### src/rtl/reset_seq_pkg.sv
// Shared types and limits for the reset sequencer: the FSM state encoding,
// parameter range limits and the counter-width helper.
package reset_seq_pkg;

  typedef enum logic [1:0] {
    ST_HOLD  = 2'd0,
    ST_STAGE = 2'd1,
    ST_RUN   = 2'd2
  } state_t;

  localparam int NUM_CH_MIN = 1;
  localparam int NUM_CH_MAX = 8;
  localparam int HOLD_MIN   = 1;
  localparam int GAP_MIN    = 1;
  localparam int DIV_MIN    = 1;

  // Bits needed to hold values 0..max_val; never narrower than one bit.
  function automatic int cnt_width(input int max_val);
    return (max_val < 1) ? 1 : $clog2(max_val + 1);
  endfunction

endpackage

### src/rtl/reset_sequencer_clk_en_div.sv
// Clock-enable divider: one-cycle ClkEn pulse every DIV cycles, restarting
// from zero whenever Clear is high. Only instantiated under RST_SEQ_CLKDIV_EN.
module clk_en_div
  import reset_seq_pkg::*;
#(
  parameter int DIV = 4
) (
  input  logic Clk,
  input  logic Clear,
  output logic ClkEn
);

  localparam int CNT_W = cnt_width(DIV - 1);
  localparam logic [CNT_W-1:0] CNT_LAST = CNT_W'(DIV - 1);

  logic [CNT_W-1:0] cnt_q;
  logic             en_q;

  always_ff @(posedge Clk) begin
    if (Clear) begin
      cnt_q <= '0;
      en_q  <= 1'b0;
    end else begin
      en_q  <= (cnt_q == CNT_LAST);
      cnt_q <= (cnt_q == CNT_LAST) ? '0 : cnt_q + 1'b1;
    end
  end

  assign ClkEn = en_q;

endmodule

### src/rtl/reset_sequencer.sv
// Reset sequencer: holds all channels in reset for HOLD_CYCLES, then releases
// them in order every STAGE_GAP cycles. Define RST_SEQ_CLKDIV_EN for a divided ClkEn.
//
// state    | meaning
// ST_HOLD  | all channels asserted, counting hold cycles
// ST_STAGE | releasing channels one by one, STAGE_GAP apart
// ST_RUN   | every channel released, Ready high
module reset_sequencer
  import reset_seq_pkg::*;
#(
  parameter int NUM_CH      = 2,
  parameter int HOLD_CYCLES = 4,
  parameter int STAGE_GAP   = 1,
  parameter int DIV         = 4
) (
  input  logic                         Clk,
  input  logic                         Reset,
  input  logic                         SoftReset,
  output logic [NUM_CH-1:0]            ChReset,
  output logic [$clog2(NUM_CH+1)-1:0]  Stage,
  output logic                         Ready,
  output logic                         ClkEn
);

  localparam int STAGE_W = $clog2(NUM_CH + 1);
  localparam int CNT_MAX = (HOLD_CYCLES > STAGE_GAP) ? HOLD_CYCLES : STAGE_GAP;
  localparam int CNT_W   = cnt_width(CNT_MAX);

  localparam logic [CNT_W-1:0]   HOLD_LAST  = CNT_W'(HOLD_CYCLES);
  localparam logic [CNT_W-1:0]   GAP_LAST   = CNT_W'(STAGE_GAP - 1);
  localparam logic [STAGE_W-1:0] STAGE_LAST = STAGE_W'(NUM_CH - 1);

  if (NUM_CH < NUM_CH_MIN || NUM_CH > NUM_CH_MAX || HOLD_CYCLES < HOLD_MIN ||
      STAGE_GAP < GAP_MIN || DIV < DIV_MIN) begin : g_bad_param
    $error("reset_sequencer: parameter out of range");
  end

  state_t              state_q, state_d;
  logic [CNT_W-1:0]    cnt_q, cnt_d;
  logic [STAGE_W-1:0]  stage_q, stage_d;
  logic [NUM_CH-1:0]   ch_q, ch_d;
  logic                ready_q, ready_d;
  logic                restart;

  assign restart = Reset | SoftReset;

  always_ff @(posedge Clk) begin
    if (restart) begin
      state_q <= ST_HOLD;
      cnt_q   <= '0;
      stage_q <= '0;
      ch_q    <= '1;
      ready_q <= 1'b0;
    end else begin
      state_q <= state_d;
      cnt_q   <= cnt_d;
      stage_q <= stage_d;
      ch_q    <= ch_d;
      ready_q <= ready_d;
    end
  end

  // Ready lags entry into ST_RUN by one edge since it looks at the current state.
  always_comb begin
    state_d = state_q;
    cnt_d   = cnt_q;
    stage_d = stage_q;
    ch_d    = ch_q;
    ready_d = (state_q == ST_RUN);
    unique case (state_q)
      ST_HOLD: begin
        if (cnt_q == HOLD_LAST) begin
          ch_d[0] = 1'b0;
          stage_d = STAGE_W'(1);
          cnt_d   = '0;
          state_d = (NUM_CH == 1) ? ST_RUN : ST_STAGE;
        end else begin
          cnt_d = cnt_q + 1'b1;
        end
      end
      ST_STAGE: begin
        if (cnt_q == GAP_LAST) begin
          for (int i = 0; i < NUM_CH; i++) begin
            if (stage_q == STAGE_W'(i)) ch_d[i] = 1'b0;
          end
          stage_d = stage_q + 1'b1;
          cnt_d   = '0;
          if (stage_q == STAGE_LAST) state_d = ST_RUN;
        end else begin
          cnt_d = cnt_q + 1'b1;
        end
      end
      ST_RUN: begin
        ch_d = '0;
      end
      default: begin
        state_d = ST_HOLD;
      end
    endcase
  end

  assign ChReset = ch_q;
  assign Stage   = stage_q;
  assign Ready   = ready_q;

`ifdef RST_SEQ_CLKDIV_EN
  // Clear also on the restart inputs so ClkEn is low on the edge after a reset.
  logic div_clear;
  assign div_clear = ch_q[0] | restart;

  clk_en_div #(
    .DIV (DIV)
  ) u_clk_en_div (
    .Clk   (Clk),
    .Clear (div_clear),
    .ClkEn (ClkEn)
  );
`else
  assign ClkEn = ~ch_q[0];
`endif

endmodule

### config.mk
export PLATFORM = sky130hd
export DESIGN_NAME = reset_sequencer
export DESIGN_NICKNAME = d
export VERILOG_FILES = /design/src/rtl/reset_seq_pkg.sv /design/src/rtl/reset_sequencer_clk_en_div.sv /design/src/rtl/reset_sequencer.sv
export SDC_FILE = /design/constraint.sdc
export NUM_CORES = 1
export LEC_CHECK = 0
export CAP_MARGIN = 20
export CELL_PAD_IN_SITES_DETAIL_PLACEMENT = 0
export CELL_PAD_IN_SITES_GLOBAL_PLACEMENT = 1
export CORE_MARGIN = 3
export CORE_UTILIZATION = 36
export CTS_CLUSTER_SIZE = 8
export DETAILED_ROUTE_END_ITERATION = 6
export HOLD_SLACK_MARGIN = 0.02
export PLACE_DENSITY_LB_ADDON = 0.05
export SETUP_SLACK_MARGIN = 0.02
export SLEW_MARGIN = 0
export SYNTH_ARGS = -nofsm -noshare
export SYNTH_HDL_FRONTEND = slang
export SYNTH_SLANG_ARGS = --single-unit
### constraint.sdc
create_clock -name Clk -period 1.85 [get_ports Clk]
set_input_delay 0.37 -clock Clk [delete_from_list [all_inputs] [get_ports Clk]]
set_output_delay 0.37 -clock Clk [all_outputs]
set_load 0.02 [all_outputs]
## Word-level counts from Yosys, hierarchy flattened

Cells that the tools add are included.

| word-level totals | value |
|---|---|
| bits in registers | 10 |
| bits in writable memories | 0 |
| output and inout bits | 6 |
| memories kept | 0 |
| bits in latches | 0 |
| logic and storage cells | 44 |
| bits in read-only memories | 0 |

| operators by class | value |
|---|---|
| multiplexer cells | 15 |
| multipliers | 0 |
| eq/ne operators | 8 |
| bitwise operators | 3 |
| reduce and logical (&&, ||, !) cells | 10 |
| order comparisons | 0 |
| div/mod/pow operators | 0 |
| $add $sub $neg | 2 |
| shift-type cells | 0 |

Operators with widths:

| kind | number |
|---|---|
| 2-bit two-way mux | 5 |
| 2-bit inequality test, second input constant | 4 |
| 4-bit AND reduction | 2 |
| 3-bit two-way mux | 2 |
| 2-bit one-hot mux with 3 select lines | 1 |
| 3-bit one-hot mux with 2 select lines | 1 |
| 3-bit AND reduction | 2 |
| 2-bit by 1-bit equality test with 1-bit output, second input constant | 2 |
| 2-bit logical NOT | 2 |
| 2-bit one-hot mux with 2 select lines | 1 |
| 2-bit nonzero test | 2 |
| 3-bit by 1-bit adder with 3-bit output, second input constant | 1 |
| 3-bit equality test, second input constant | 1 |
| 3-bit logical NOT | 1 |
| 1-bit two-way mux | 3 |
| 1-bit one-hot mux with 3 select lines | 1 |
| 3-bit nonzero test | 1 |
| 2-bit by 1-bit adder with 2-bit output, second input constant | 1 |
| 2-bit equality test, second input constant | 1 |
| 1-bit inverter | 2 |
| 1-bit one-hot mux with 2 select lines | 1 |
| 1-bit bitwise OR | 1 |

## Depth between registers and ports, before layout

| depth | value |
|---|---|
| depth in word-level cells | 4 |
| gate-level depth with buffers | 6 |

## Worst setup path after synthesis

No wires, ideal clock.

| timing | value |
|---|---|
| kind | register to register |
| start point | register cnt_q[0] |
| end point | register stage_q[0], in the netlist Stage[0] |
| path buffers | 1 |
| cell stages (with the launch flop) | 7 |
| clock period less this slack | 1,302 ps |
| arrival time | 1,183 ps |
| setup slack | 548 ps |
| data required time | 1,731 ps |
| cells stage by stage | dfxtp_1 inv_1 ha_1 buf_6 nor2b_1 a21boi_1 o221a_1 |

| between the ends | value |
|---|---|
| longest elaborated chain between the ends | 3 |

RTL lines:

| what | RTL line | RTL |
|---|---|---|
| from (decl) | reset_sequencer.sv:39 | `logic [CNT_W-1:0] cnt_q, cnt_d;` |
| from (signal assigned) | reset_sequencer.sv:56 | `cnt_q <= cnt_d;` |
| 3-bit equality test or 3-bit logical NOT (tied branches) | reset_sequencer.sv:72, reset_sequencer.sv:82 |  |
| 2-bit inequality test (no line) | - |  |
| 3-bit AND reduction (no line) * | - |  |
| to (signal assigned) | reset_sequencer.sv:57 | `stage_q <= stage_d;` |
| to (decl) | reset_sequencer.sv:40 | `logic [STAGE_W-1:0] stage_q, stage_d;` |

Mark *: on every way between the ends. The rest lies on a longest branch, timed or not.
A chain may end at the register's enable or synchronous reset.

## Worst setup path in the final report

| timing | value |
|---|---|
| start point | register stage_q[0], in the netlist Stage[0] |
| end point | output Stage[0] |

RTL lines:

| what | RTL line | RTL |
|---|---|---|
| to (decl) | reset_sequencer.sv:20 | `output logic [$clog2(NUM_CH+1)-1:0] Stage,` |

No word-level cell between the ends.

==> results_dict.tcl <==
set metrics [dict create \
    rows 13 \
    final_cells 81 \
    start_kind "register" \
    die_h_um 44.44 \
    antenna_found_initial 0 \
    vias 437 \
    dp_hpwl_um 692 \
    dp_slack_ps 324.9 \
    drt-pass1-iter-count 4 \
    setup_viol 0 \
    path_clk_slew_ps 80 \
    rsz0062_at_grt "false" \
    vias_per_cell 5.395 \
    tightest_slew_ps 412.1 \
    gr-usage-met2_pct 18.60 \
    finalSetupTns_ps 0 \
    syn_area_um2 531.8 \
    postSynthAreaPerCell_um2 9.168 \
    port_buffers 8 \
    finalNetCount 74 \
    synth_seq_area_share_pct 37.65 \
    n_antenna_cell 0 \
    outcome "finished, final reports clean" \
    cts_max_path_buffers 2 \
    track_usage_pct 12.80 \
    totalWireLength_um 1022 \
    path_delay_family "buffers and inverters" \
    crit_fanout 5 \
    vdd_drop_max_mv 0.2797 \
    multi_input_area_um2 271.5 \
    power_w 0.0004506 \
    async_reset_ff_share_pct 0 \
    tritoncts "built" \
    synth_warnings 0 \
    clk_latency_ps 270 \
    reg2reg_from "cnt_q[0]$_SDFFE_PP0P_" \
    ff_latch_area_um2 200.2 \
    gp_congestion 0.6971 \
    cp-end-kind "primary output" \
    synth_fp_nets 65 \
    required_ps 1480 \
    grt_max_degree 12 \
    num-fill-cells 149 \
    numCtsBuffers 3 \
    pin_count 9 \
    post-cts-setup-buffers 0 \
    place_inst 77 \
    ant_nets 0 \
    cts_hold_buf 0 \
    netlist_instances 58 \
    synthDistinctLibCells 29 \
    cts.repair.resized 0 \
    drive_gt1_share_pct 9.091 \
    cts.sink_count 10 \
    core_area_um2 1350 \
    arrival_ps 1320 \
    max_cap_violations 0 \
    slowest_stage "clkdlybuf4s50_1" \
    remaining_drc_errors 0 \
    final_util_pct 46.90 \
    syn_to_final_growth_pct 19.06 \
    timing.fmax_mhz 591.7 \
    die-area_um2 1974 \
    synth-seq-cells 10 \
    finClkSkew_ps 7.416 \
    finalHoldViolCount 0 \
    met1_usage_pct 16.83 \
    grt_first_pass_wirelength_um 1807 \
    slew_viol_final 0 \
    p_per_area_nw_per_um2 711.7 \
    crit_start "Stage[0]$_SDFFE_PP0P_" \
    htreeDepth 1 \
    path_cells "clkdlybuf4s50_1" \
    synth_ff_type "dfxtp_1" \
    finalCritPeriodShare_pct 91.35 \
    grt_util_met3_pct 3.659 \
    grt_pass1_vias 397 \
    root_buffer "clkbuf_4" \
    synth_edf_count 0 \
    hp-class "reg2reg" \
    drt-initial-drc-count 8 \
    grt-busiest-layer "met2" \
    gr-total-overflow 0 \
    setup_slack_ps 160.0 \
    slowest_delay_ps 630 \
    worstHoldStart "ChReset[1]$_SDFFE_PP1P_" \
    cp_num_buf_inv 1 \
    leakagePower_nw 0.2416 \
    slew_headroom_pct 72.42 \
    crit_type "reg2out" \
    min_period_ps 1690 \
    start_util_pct 39.39 \
    die_width_um 44.44 \
    wl_per_cell_um 12.62 \
]
==> cells in the mapped netlist (all sizes together) (2+ instances only) <==
master	number	area, um2
nand3	3	15.01
o32ai	2	17.52
ha	4	50.05
nor3	2	10.01
dfxtp	10	200.2
nor2	2	7.510
buf	3	30.03
nand2	3	11.26
nor2b	2	12.51
o21ai	2	10.00
a21oi	2	10.01
inv	7	26.27
a22oi	2	20.02
a31oi	2	12.51
a21o	2	15.01
==> cells by family after synthesis <==
family                     Yosys count  synth area share (%)
AOI/OAI and AO/OA                   16                 22.82
and+or+nand+nor                     16                 17.18
buffers and inverters               11                 11.29
DFF                                 10                 37.65
adders and majority gates            4                 9.412
xor gates and xnor gates             1                 1.647
==> power by group <==
group / internal, W / switching (W)
clock: 0.000120 / 0.0000855
sequential: 0.000217 / 0.00000181
combinational: 0.0000119 / 0.0000145
==> final cells by class <==
class | instances | area share (%)
well taps | 15 | 2.964
inverters | 7 | 4.150
flip-flops and latches | 10 | 31.62
multi-input cells | 37 | 42.89
repair buffers | 8 | 12.65
clock buffers | 4 | 5.731
==> registers in the layout, summed over array words and instances, names as in the netlist <==
name	cells
state_q	2
Stage	2
cnt_q	3
Ready	1
ChReset	2
==> metal layers <==
layer / wire length (um) / vias up / part of all wire (%)
met1: 501 / 199 / 49
met2: 455 / 13 / 45
met5: 0 / - / 0
li1: - / 223 / -
met3: 54 / 2 / 5.3
met4: 11 / 0 / 1.1
==> cell usage in the layout (no fill, tap or decap), types with 2 or more instances in the layout <==
cell             count
o32ai_1              2
a21oi_1              2
dfxtp_1             10
nand3_1              3
clkdlybuf4s50_1      8
clkbuf_4             3
inv_1                6
ha_1                 4
nor2b_1              2
nor2_1               2
a31oi_1              2
a21o_1               2
nand2_1              3
nor3_1               2
==> stage by stage <==
stage | hold slack (ps) | area, um2
final | 465.1 | 633.1
after global routing | 486.7 | 633.1
after CTS | 466.2 | 633.1
after detailed placement | 447.7 | 596.8
after global placement | 445.3 | 596.8
after floorplan | 481.5 | 531.8
==> path summary, 6_finish.rpt <==
| path | end | slack [ps] | cells after the start |
|---|---|---|---|
| worst min register to register | ChReset[1]$_SDFFE_PP1P_ | 470 | 1 |
| worst max-delay path | Stage[0] | 160 | 1 |
| worst min-delay path | ChReset[1]$_SDFFE_PP1P_ | 470 | 1 |
| worst max register to register | Stage[0]$_SDFFE_PP0P_ | 440 | 5 |
Note: power is estimated with default switching activity, not from simulation.
